<file path="config.mk">
export PLATFORM = sky130hd
export DESIGN_NAME = vector_loader_flat
export DESIGN_NICKNAME = d
export VERILOG_FILES = /design/src/rtl/vl_pkg.sv /design/src/rtl/vector_loader_if.sv /design/src/rtl/signmag_conv.sv /design/src/rtl/vector_loader.sv /design/src/flat_wrapper.sv
export SDC_FILE = /design/constraint.sdc
export NUM_CORES = 1
export LEC_CHECK = 0
export CAP_MARGIN = 20
export CORE_MARGIN = 1.5
export CORE_UTILIZATION = 37
export DETAILED_ROUTE_END_ITERATION = 8
export PLACE_DENSITY = 0.77
export SLEW_MARGIN = 20
export SYNTH_ARGS = -nofsm -noshare
export SYNTH_HDL_FRONTEND = slang
export SYNTH_HIERARCHICAL = 1
export SYNTH_SLANG_ARGS = --single-unit
</file>
<file path="constraint.sdc">
create_clock -name clk -period 7.6 [get_ports clk]
set_input_delay 1.52 -clock clk [delete_from_list [all_inputs] [get_ports clk]]
set_output_delay 1.52 -clock clk [all_outputs]
set_load 0.01 [all_outputs]
</file>
<file path="src/rtl/vl_pkg.sv">
// Shared definitions for the vector loader: default geometry, the lane word
// type and the gather FSM state encoding.
package vl_pkg;

  localparam int LANES_DEF  = 16;
  localparam int STRIDE_DEF = 4;

  typedef logic [31:0] lane_t;

  typedef enum logic [1:0] {
    IDLE  = 2'd0,
    FETCH = 2'd1,
    DRAIN = 2'd2,
    HOLD  = 2'd3
  } state_e;

endpackage

</file>
<file path="src/rtl/vector_loader_if.sv">
// Memory read port of the vector loader. The loader is the master and issues
// read strobes and addresses. The memory is the slave and returns data one
// cycle after each strobe.
interface vector_loader_if;
  import vl_pkg::*;

  logic  mem_re;
  lane_t mem_addr;
  lane_t mem_rdata;

  modport master (output mem_re, output mem_addr, input mem_rdata);
  modport slave  (input mem_re, input mem_addr, output mem_rdata);

endinterface

</file>
<file path="src/rtl/signmag_conv.sv">
// Two's complement to 16-bit sign-magnitude converter for one lane word.
// Bit 15 holds the sign. Bits 14:0 hold |v| saturated to 32767.
// Bits 31:16 are zero. Zero maps to +0. Only instantiated when
// VL_SIGNMAG_CONV_EN is defined.
module signmag_conv
  import vl_pkg::*;
(
  input  lane_t data_i,
  output lane_t data_o
);

  localparam lane_t MAG_MAX = 32'd32767;

  logic  neg;
  lane_t mag;

  // Magnitude by negation. 0x80000000 negates to itself, read as the unsigned
  // value 2^31, so it saturates like any other large value.
  always_comb begin
    neg         = data_i[31];
    mag         = neg ? (~data_i + 32'd1) : data_i;
    data_o      = '0;
    data_o[15]  = neg;
    data_o[14:0] = (mag > MAG_MAX) ? 15'h7FFF : mag[14:0];
  end

endmodule

</file>
<file path="src/rtl/vector_loader.sv">
// Vector loader: gathers LANES 32-bit words from base_addr + STRIDE*i over a
// single-port read interface. The result is presented as one wide vector with
// a valid/ready handshake.
// Optional feature macro: VL_SIGNMAG_CONV_EN. When defined, each captured
// word is converted to sign-magnitude before it is stored in its lane.
module vector_loader
  import vl_pkg::*;
#(
  parameter int LANES  = LANES_DEF,
  parameter int STRIDE = STRIDE_DEF
)
(
  input  logic                   clk,
  input  logic                   rst_n,
  input  logic                   start,
  input  lane_t                  base_addr,
  vector_loader_if.master        mem,
  output lane_t [LANES-1:0]      rd,
  output logic                   vec_valid,
  input  logic                   vec_ready,
  output logic                   busy
);

  localparam int          CW   = (LANES > 1) ? $clog2(LANES) : 1;
  localparam logic [CW-1:0] LAST = CW'(LANES - 1);

  state_e           state_q, state_d;
  logic [CW-1:0]    cnt_q, cnt_d;
  lane_t            base_q, base_d;
  logic             cap_vld_q;
  logic [CW-1:0]    cap_idx_q;
  lane_t [LANES-1:0] rd_q;
  lane_t            cap_word;

  // Next-state logic: accept start in IDLE, or in HOLD on the handshake cycle.
  // NOTE: every signal gets a default before the case so no latch is inferred.
  always_comb begin
    state_d = state_q;
    cnt_d   = cnt_q;
    base_d  = base_q;
    unique case (state_q)
      IDLE: begin
        if (start) begin
          state_d = FETCH;
          cnt_d   = '0;
          base_d  = base_addr;
        end
      end
      FETCH: begin
        if (cnt_q == LAST) begin
          state_d = DRAIN;
          cnt_d   = '0;
        end else begin
          cnt_d = cnt_q + CW'(1);
        end
      end
      DRAIN: state_d = HOLD;
      HOLD: begin
        if (vec_ready) begin
          if (start) begin
            state_d = FETCH;
            cnt_d   = '0;
            base_d  = base_addr;
          end else begin
            state_d = IDLE;
          end
        end
      end
      default: state_d = IDLE;
    endcase
  end

  // FSM, lane counter and captured base address registers.
  // NOTE: sequential state uses non-blocking assignments so every register
  // samples values from before the clock edge.
  always_ff @(posedge clk or negedge rst_n) begin
    if (!rst_n) begin
      state_q <= IDLE;
      cnt_q   <= '0;
      base_q  <= '0;
    end else begin
      state_q <= state_d;
      cnt_q   <= cnt_d;
      base_q  <= base_d;
    end
  end

  // Read issue. The address wraps modulo 2^32 naturally in 32-bit arithmetic.
  assign mem.mem_re   = (state_q == FETCH);
  assign mem.mem_addr = base_q + lane_t'(STRIDE) * lane_t'(cnt_q);

  // Remember which lane the read issued in this cycle belongs to. Data for
  // that lane arrives in the following cycle. Reset drops any read in flight.
  always_ff @(posedge clk or negedge rst_n) begin
    if (!rst_n) begin
      cap_vld_q <= 1'b0;
      cap_idx_q <= '0;
    end else begin
      cap_vld_q <= mem.mem_re;
      cap_idx_q <= cnt_q;
    end
  end

`ifdef VL_SIGNMAG_CONV_EN
  signmag_conv u_conv (
    .data_i (mem.mem_rdata),
    .data_o (cap_word)
  );
`else
  assign cap_word = mem.mem_rdata;
`endif

  // Lane storage. Only the lane whose read returned this cycle is written.
  // NOTE: the lane array is reset because it drives an output that must read
  // zero while rst_n is low.
  always_ff @(posedge clk or negedge rst_n) begin
    if (!rst_n) begin
      rd_q <= '0;
    end else if (cap_vld_q) begin
      rd_q[cap_idx_q] <= cap_word;
    end
  end

  assign rd        = rd_q;
  assign vec_valid = (state_q == HOLD);
  assign busy      = (state_q != IDLE);

endmodule

</file>
<file path="src/flat_wrapper.sv">
// flat-port wrapper written by rule: the top's interface ports become plain ports
module vector_loader_flat import vl_pkg::*;
#(
  parameter int LANES  = LANES_DEF,
  parameter int STRIDE = STRIDE_DEF
)
  (clk, rst_n, start, base_addr, rd, vec_valid, vec_ready, busy, mem_mem_re, mem_mem_addr, mem_mem_rdata);
  vector_loader_if mem_i ();
  input  logic clk;
  input  logic rst_n;
  input  logic start;
  input  lane_t base_addr;
  output lane_t [LANES-1:0] rd;
  output logic vec_valid;
  input  logic vec_ready;
  output logic busy;
  output wire logic [$bits(mem_i.mem_re)-1:0] mem_mem_re;
  output wire logic [$bits(mem_i.mem_addr)-1:0] mem_mem_addr;
  input wire logic [$bits(mem_i.mem_rdata)-1:0] mem_mem_rdata;
  assign mem_mem_re = mem_i.mem_re;
  assign mem_mem_addr = mem_i.mem_addr;
  assign mem_i.mem_rdata = mem_mem_rdata;
  vector_loader #(.LANES(LANES), .STRIDE(STRIDE)) u_core (.clk(clk), .rst_n(rst_n), .start(start), .base_addr(base_addr), .mem(mem_i), .rd(rd), .vec_valid(vec_valid), .vec_ready(vec_ready), .busy(busy));
endmodule
</file>
==> out/metrics.yaml, run 1 <==
outcome:
  status: "finished clean"
die:
  core-area_um2: 57600
  die_y_um: 244
  dieArea_um2: 59700
  rows: 88
  io_pins: 615
  start_util: 0.374
  fp.dieW_um: 244
pwr:
  pwr-share-clk: 0.289
  p_seq_frac: 0.405
  switching_share: 0.288
  ir_worst_vdd_mv: 0.271
  p_total_w: 0.00984
  p_switching_w: 0.00284
  leakage_nw: 13.6
  p_comb_frac: 0.306
  cell_internal_pwr_w: 0.00701
  p_per_area_nw_per_um2: 323
critical_path:
  regToRegStartpoint: "u_core/cap_idx_q[2]$_DFF_PN0_"
  critPathMaxStageDelay_ns: 0.59
  critPathTopFamily: "compound AO/OA/AOI/OAI gates"
  rr_endpoint: "u_core/rd[98]$_DFFE_PN0P_"
  cpMaxStageDelayCell: "a2111oi_0"
  cp_max_fo: 13
  crit_type: "reg -> out"
  critPathRequiredTime_ns: 6.08
  reg2reg_slack_ns: 5.16
  cp-start-kind: "register"
  cp_cell_sequence: "ha_1, inv_1, fa_1, nor2b_1, o21ai_2, a2111oi_0, xor2_1, clkdlybuf4s50_1"
  ff2ff_path_depth: 4
  crit_path_end_kind: "primary output"
  crit_arrival_ns: 3.53
  cp.buffers_inverters: 2
cts:
  clockBufferDepth: 3
  htree_num_levels: 2
  cts_tree: "done"
  root_buffer: "clkbuf_16"
  cts_resized: 0
  cts-hold-fix-buffers: 0
  clk_pin_slew_worst_paths_ns: 0.07
  insertion_delay_ns: 0.60
  cts_buffers: 57
  cts_setup_buffers: 0
  cts_sinks: 555
global_routing:
  track_usage: 0.215
  grt_pass1_vias: 14635
  gr-total-overflow: 0
  grt_pass1_wl_mm: 96.9
  grt_max_degree: 176
  antenna_found_initial: 0
worst_hold_path:
  hold-path-cell-count: 0
  hold_class: "reg -> reg"
  min_from: "u_core/cnt_q[3]$_DFFE_PN0P_"
  min_to: "u_core/cap_idx_q[3]$_DFF_PN0_"
layout:
  antenna_cells: 0
  register_area_um2: 13900
  area_growth_pct: 41.4
  num-nets-final: 2033
  drive_gt1_frac: 0.338
  fin_cells: 2765
  fillers: 4729
  multiInputGateArea_um2: 7270
sta:
  timing.final.crit_share: 0.664
  max_freq_mhz: 198
  finalSetupTns_ns: 0
  rsz0062_at_grt: "false"
  finalSetupViolCount: 0
  relSlewSlack: 0.253
  final_hold_viol_count: 0
  worst_pin_slew_ns: 1.12
  fin_crit_ns: 5.05
  fin_ws_ns: 2.55
  skew_ns: 0.0191
  maxSlewViolCount: 0
drt:
  first_pass_iters: 4
  drtIter0Drc: 579
  wire_per_inst_um: 23.6
  drtAntennaViolNets: 0
  num_vias: 13892
  wl_mm: 65.2
  vias_per_cell: 5.02
  drc: 0
yosys:
  ys_seq_area_frac: 0.645
  syn_inst: 1358
  yosys_warnings: 6
  ys.flop_type: "dfrtp_1"
  ys_types: 40
  synth_edf_count: 0
  async_flop_share: 1.00
  syn_area_um2: 21500
  synth_area_per_cell_um2: 15.9
  synth-seq-cells: 555
  synth_nets: 1437
placed_design:
  dp_hpwl_mm: 44.7
  place_congestion: 0.847
  io_buffers: 614
  dp.cells: 2658
  post-place-ws_ns: 2.96
run:
  timing.max_cap.violations: 0
cells in the final DEF, fill, tap and decap left out, drive strengths merged, types with 2 or more instances in the layout:
| cell | netlist | layout |
|---|---|---|
| and2 | 2 | 2 |
| bufinv | 0 | 5 |
| clkbuf | 45 | 82 |
| a211oi | 10 | 10 |
| o21ai | 9 | 9 |
| nand3b | 3 | 3 |
| clkdlybuf4s50 | 0 | 613 |
| or3 | 4 | 4 |
| nand2 | 21 | 21 |
| clkinvlp | 0 | 4 |
| nor2 | 12 | 12 |
| inv | 10 | 12 |
| a21oi | 4 | 4 |
| xnor2 | 15 | 15 |
| nand2b | 3 | 3 |
| mux2 | 544 | 544 |
| a21o | 2 | 2 |
| nand3 | 12 | 12 |
| nor2b | 3 | 3 |
| ha | 10 | 10 |
| and4 | 2 | 2 |
| nand4 | 9 | 9 |
| buf | 52 | 21 |
| clkinv | 0 | 12 |
| dfrtp | 555 | 555 |
| xor2 | 13 | 13 |
| and3 | 7 | 7 |
logic make-up (layout without fill, tap and decap cells):
group / after synthesis / after routing / share of synthesized area
flops: 555 / 555 / 0.645
mux: 544 / 544 / 0.284
buf+inv: 107 / 749 / 0.0215
simple gates: 83 / 83 / 0.0204
compound gates: 30 / 30 / 0.0106
xor+xnor: 28 / 28 / 0.0114
fa+ha+maj: 11 / 11 / 0.00674
flip-flops by register name (all words and copies together) (netlist names):
register and count:
u_core/rd 512, u_core/state_q 2, u_core/cap_vld_q 1, u_core/cnt_q 4, u_core/cap_idx_q 4, u_core/base_q 32
per-stage QoR:
step / util / hold slack, ns / cell area [um2]
after floorplan: - / 0.431 / 21500
after global placement: 0.494 / 0.459 / 28500
after detailed placement: 0.494 / 0.466 / 28500
after CTS: 0.528 / 0.469 / 30400
after global routing: 0.529 / 0.504 / 30400
final: 0.529 / 0.487 / 30400
how the worst max path moves through the flow:
stage,endpoint,cells after the start,start,slack (ns)
after floorplan,mem_mem_addr[20],8,u_core/cnt_q[0]$_DFFE_PN0P_,4.05
after CTS,mem_mem_addr[18],8,u_core/cnt_q[0]$_DFFE_PN0P_,2.27
after global routing,mem_mem_addr[18],8,u_core/cnt_q[0]$_DFFE_PN0P_,2.28
final,mem_mem_addr[18],8,u_core/cnt_q[0]$_DFFE_PN0P_,2.55
after detailed placement,mem_mem_addr[18],8,u_core/cnt_q[0]$_DFFE_PN0P_,2.96
after global placement,mem_mem_addr[18],8,u_core/cnt_q[0]$_DFFE_PN0P_,3.03
worst reg2reg max path: cells and delay by family, from the launching register on:
kind                   cells  cell delay, ns
buffers and inverters      1            0.50
flip-flops                 1            0.40
AND/OR/NAND/NOR            2            0.96
multiplexers               1            0.46
power by group through the flow:
stage / Clock, W / Sequential (W) / Combinational (W)
2_1_floorplan: 0 / 0.00421 / 0.00102
3_3_place_gp: 0 / 0.00399 / 0.00297
3_5_place_dp: 0 / 0.00403 / 0.00303
4_1_cts: 0.00292 / 0.00398 / 0.00304
5_1_grt: 0.00304 / 0.00406 / 0.00316
6_report: 0.00284 / 0.00399 / 0.00301
synthesized netlist by cell type (all sizes together), types with 3 or more instances:
master    n  area [um2]
xor2     13         114
o21ai     9        45.0
and3      7        45.1
xnor2    15         131
nor2b     3        18.8
nand3    12        60.1
nand4     9        62.6
inv      10        37.5
nand2    21        78.8
or3       4        25.0
dfrtp   555       13900
clkbuf   45         169
a211oi   10         105
nand3b    3        22.5
nand2b    3        18.8
mux2    544        6130
nor2     12        45.0
a21oi     4        20.0
buf      52         257
ha       10         125
layer usage:
| metal | wire length, um | vias up | track usage |
|---|---|---|---|
| met1 | 26300 | 7296 | 0.266 |
| met5 | 0 | - | 0 |
| met3 | 3380 | 120 | 0.0437 |
| met2 | 33500 | 496 | 0.374 |
| li1 | - | 5980 | - |
| met4 | 2090 | 0 | 0.0728 |
final cells by class:
class | instances | share of cell area
clock buffer | 82 | 0.0542
clock inverter | 23 | 0.00945
inverter | 10 | 0.00123
multi-input combinational | 696 | 0.239
sequential | 555 | 0.456
tap | 765 | 0.0314
timing repair buffer | 634 | 0.209
No activity file was read; power rests on OpenSTA's default activity.
==> inputs of run 2 (changes only) <==
clock period = 5.1 ns   (was 7.6 ns; I/O delays follow)
==> run 2 against run 1 <==
  * First-iteration DRC count is 6.4% lower
  * Die area unchanged
  * Sequential share of layout area fell by 0.097 points
  * Clock skew decreased by 0.0067 ns
  * Sequential cell count did not move
  * Combinational power rose by 50%
  * Hold slack lost 0.0032 ns
  * Sequential power increased by 49%
  * Power up 50%
  * Setup slack worse by 2.1 ns
  * Via count down 0.22%
  * Utilization up 0.11 points
  * Critical endpoint unchanged
==> out/metrics.yaml, run 2 (synthesized netlist as in run 1, its figures left out) <==
cts:
  htree_num_levels: 2
  clockBufferDepth: 3
  cts_sinks: 555
  insertion_delay_ns: 0.61
  cts-hold-fix-buffers: 0
  clk_pin_slew_worst_paths_ns: 0.06
  cts_resized: 0
  cts_setup_buffers: 0
  cts_tree: "done"
  root_buffer: "clkbuf_16"
  cts_buffers: 58
sta:
  relSlewSlack: 0.277
  maxSlewViolCount: 0
  skew_ns: 0.0124
  finalSetupViolCount: 0
  timing.final.crit_share: 0.902
  finalSetupTns_ns: 0
  rsz0062_at_grt: "false"
  fin_crit_ns: 4.60
  final_hold_viol_count: 0
  worst_pin_slew_ns: 1.08
  whs_ns: 0.484
  max_freq_mhz: 217
global_routing:
  grt_pass1_vias: 14993
  gr-total-overflow: 0
  grt_pass1_wl_mm: 96.8
  grt_max_degree: 123
  antenna_found_initial: 1
  track_usage: 0.215
critical_path:
  critPathRequiredTime_ns: 4.08
  cpMaxStageDelayCell: "clkdlybuf4s50_1"
  critPathTopFamily: "compound AO/OA/AOI/OAI gates"
  reg2reg_slack_ns: 2.64
  cp_max_fo: 13
  ff2ff_path_depth: 4
  cp_cell_sequence: "ha_1, inv_1, fa_1, nor2b_1, o21ai_2, a2111oi_0, xor2_1, clkdlybuf4s50_1"
  crit_arrival_ns: 3.58
  cp-start-kind: "register"
  rr_endpoint: "u_core/rd[120]$_DFFE_PN0P_"
  critPathMaxStageDelay_ns: 0.60
  crit_path_end_kind: "primary output"
  cp.buffers_inverters: 2
  crit_type: "reg -> out"
  regToRegStartpoint: "u_core/cap_idx_q[2]$_DFF_PN0_"
drt:
  wl_met3_mm: 3.59
  drtAntennaViolNets: 0
  drc: 0
  dr.max_layer_used: "met4"
  vias_per_cell: 5.00
  drtIter0Drc: 542
  wire_per_inst_um: 23.6
  wl_met2_mm: 33.5
  wl_met1_mm: 26.2
  first_pass_iters: 4
  num_vias: 13862
  wl_mm: 65.4
die:
  core-area_um2: 57600
  dieArea_um2: 59700
  start_util: 0.374
  fp.dieW_um: 244
  io_pins: 615
  rows: 88
  die_y_um: 244
worst_hold_path:
  hold_class: "reg -> reg"
  min_from: "u_core/cnt_q[3]$_DFFE_PN0P_"
  hold-path-cell-count: 0
  min_to: "u_core/cap_idx_q[3]$_DFF_PN0_"
layout:
  largest_register_ffs: 512
  drive_gt1_frac: 0.339
  layout_common_cells: "clkdlybuf4s50_1 (613), dfrtp_1 (555), mux2_2 (535)"
  num-nets-final: 2040
  area_growth_pct: 41.7
  layout_commonest_cell: "clkdlybuf4s50_1"
  fin_util: 0.530
  antenna_cells: 0
placed_design:
  io_buffers: 614
  dp_hpwl_mm: 45.6
  place_congestion: 0.835
pwr:
  p_per_area_nw_per_um2: 484
  leakage_nw: 13.6
  ir_worst_vdd_mv: 0.389
run:
  timing.max_cap.violations: 0
outcome:
  status: "finished clean"
## run 2: power by group
part           switching, W  internal (W)
combinational       0.00191       0.00259
clock               0.00174       0.00257
sequential         0.000612       0.00535
## run 2: worst max-delay path by stage
stage / depth (start not counted) / slack, ns / endpoint / startpoint
2_1_floorplan: 8 / 2.05 / mem_mem_addr[20] / u_core/cnt_q[0]$_DFFE_PN0P_
3_3_place_gp: 8 / 1.06 / mem_mem_addr[18] / u_core/cnt_q[0]$_DFFE_PN0P_
3_5_place_dp: 8 / 1.00 / mem_mem_addr[18] / u_core/cnt_q[0]$_DFFE_PN0P_
4_1_cts: 8 / 0.27 / mem_mem_addr[18] / u_core/cnt_q[0]$_DFFE_PN0P_
5_1_grt: 8 / 0.32 / mem_mem_addr[18] / u_core/cnt_q[0]$_DFFE_PN0P_
6_report: 8 / 0.50 / mem_mem_addr[18] / u_core/cnt_q[0]$_DFFE_PN0P_
## run 2: per-stage QoR
stage	total power, W	area [um2]	worst slack (ns)	cells
after CTS	0.0149	30500	0.269	2772
after detailed placement	0.0105	28500	1.00	2665
final	0.0148	30500	0.501	2773
after global placement	0.0104	28500	1.06	2665
after global routing	0.0154	30500	0.316	2773
after floorplan	0.00780	21500	2.05	1358
## run 2: layer usage
layer	vias to the layer above	track usage
met4	0	0.0795
met3	120	0.0440
met5	-	0
li1	5970	-
met1	7317	0.260
met2	455	0.379
## run 2: worst register-to-register path, cell delays in order (launching register included)
cell and delay (ns):
dfrtp_1 0.40, nor3b_1 0.50, and3_2 0.51, buf_4 0.51, mux2_2 0.42
## run 2: cell type report
| type | instances | area [um2] |
|---|---|---|
| clock buffers | 82 | 1650 |
| clock inverters | 25 | 330 |
| fillers | 4720 | 27100 |
| inverters | 10 | 37.5 |
| multi-input cells | 696 | 7270 |
| flip-flops and latches | 555 | 13900 |
| well taps | 765 | 957 |
| repair buffers | 640 | 6380 |
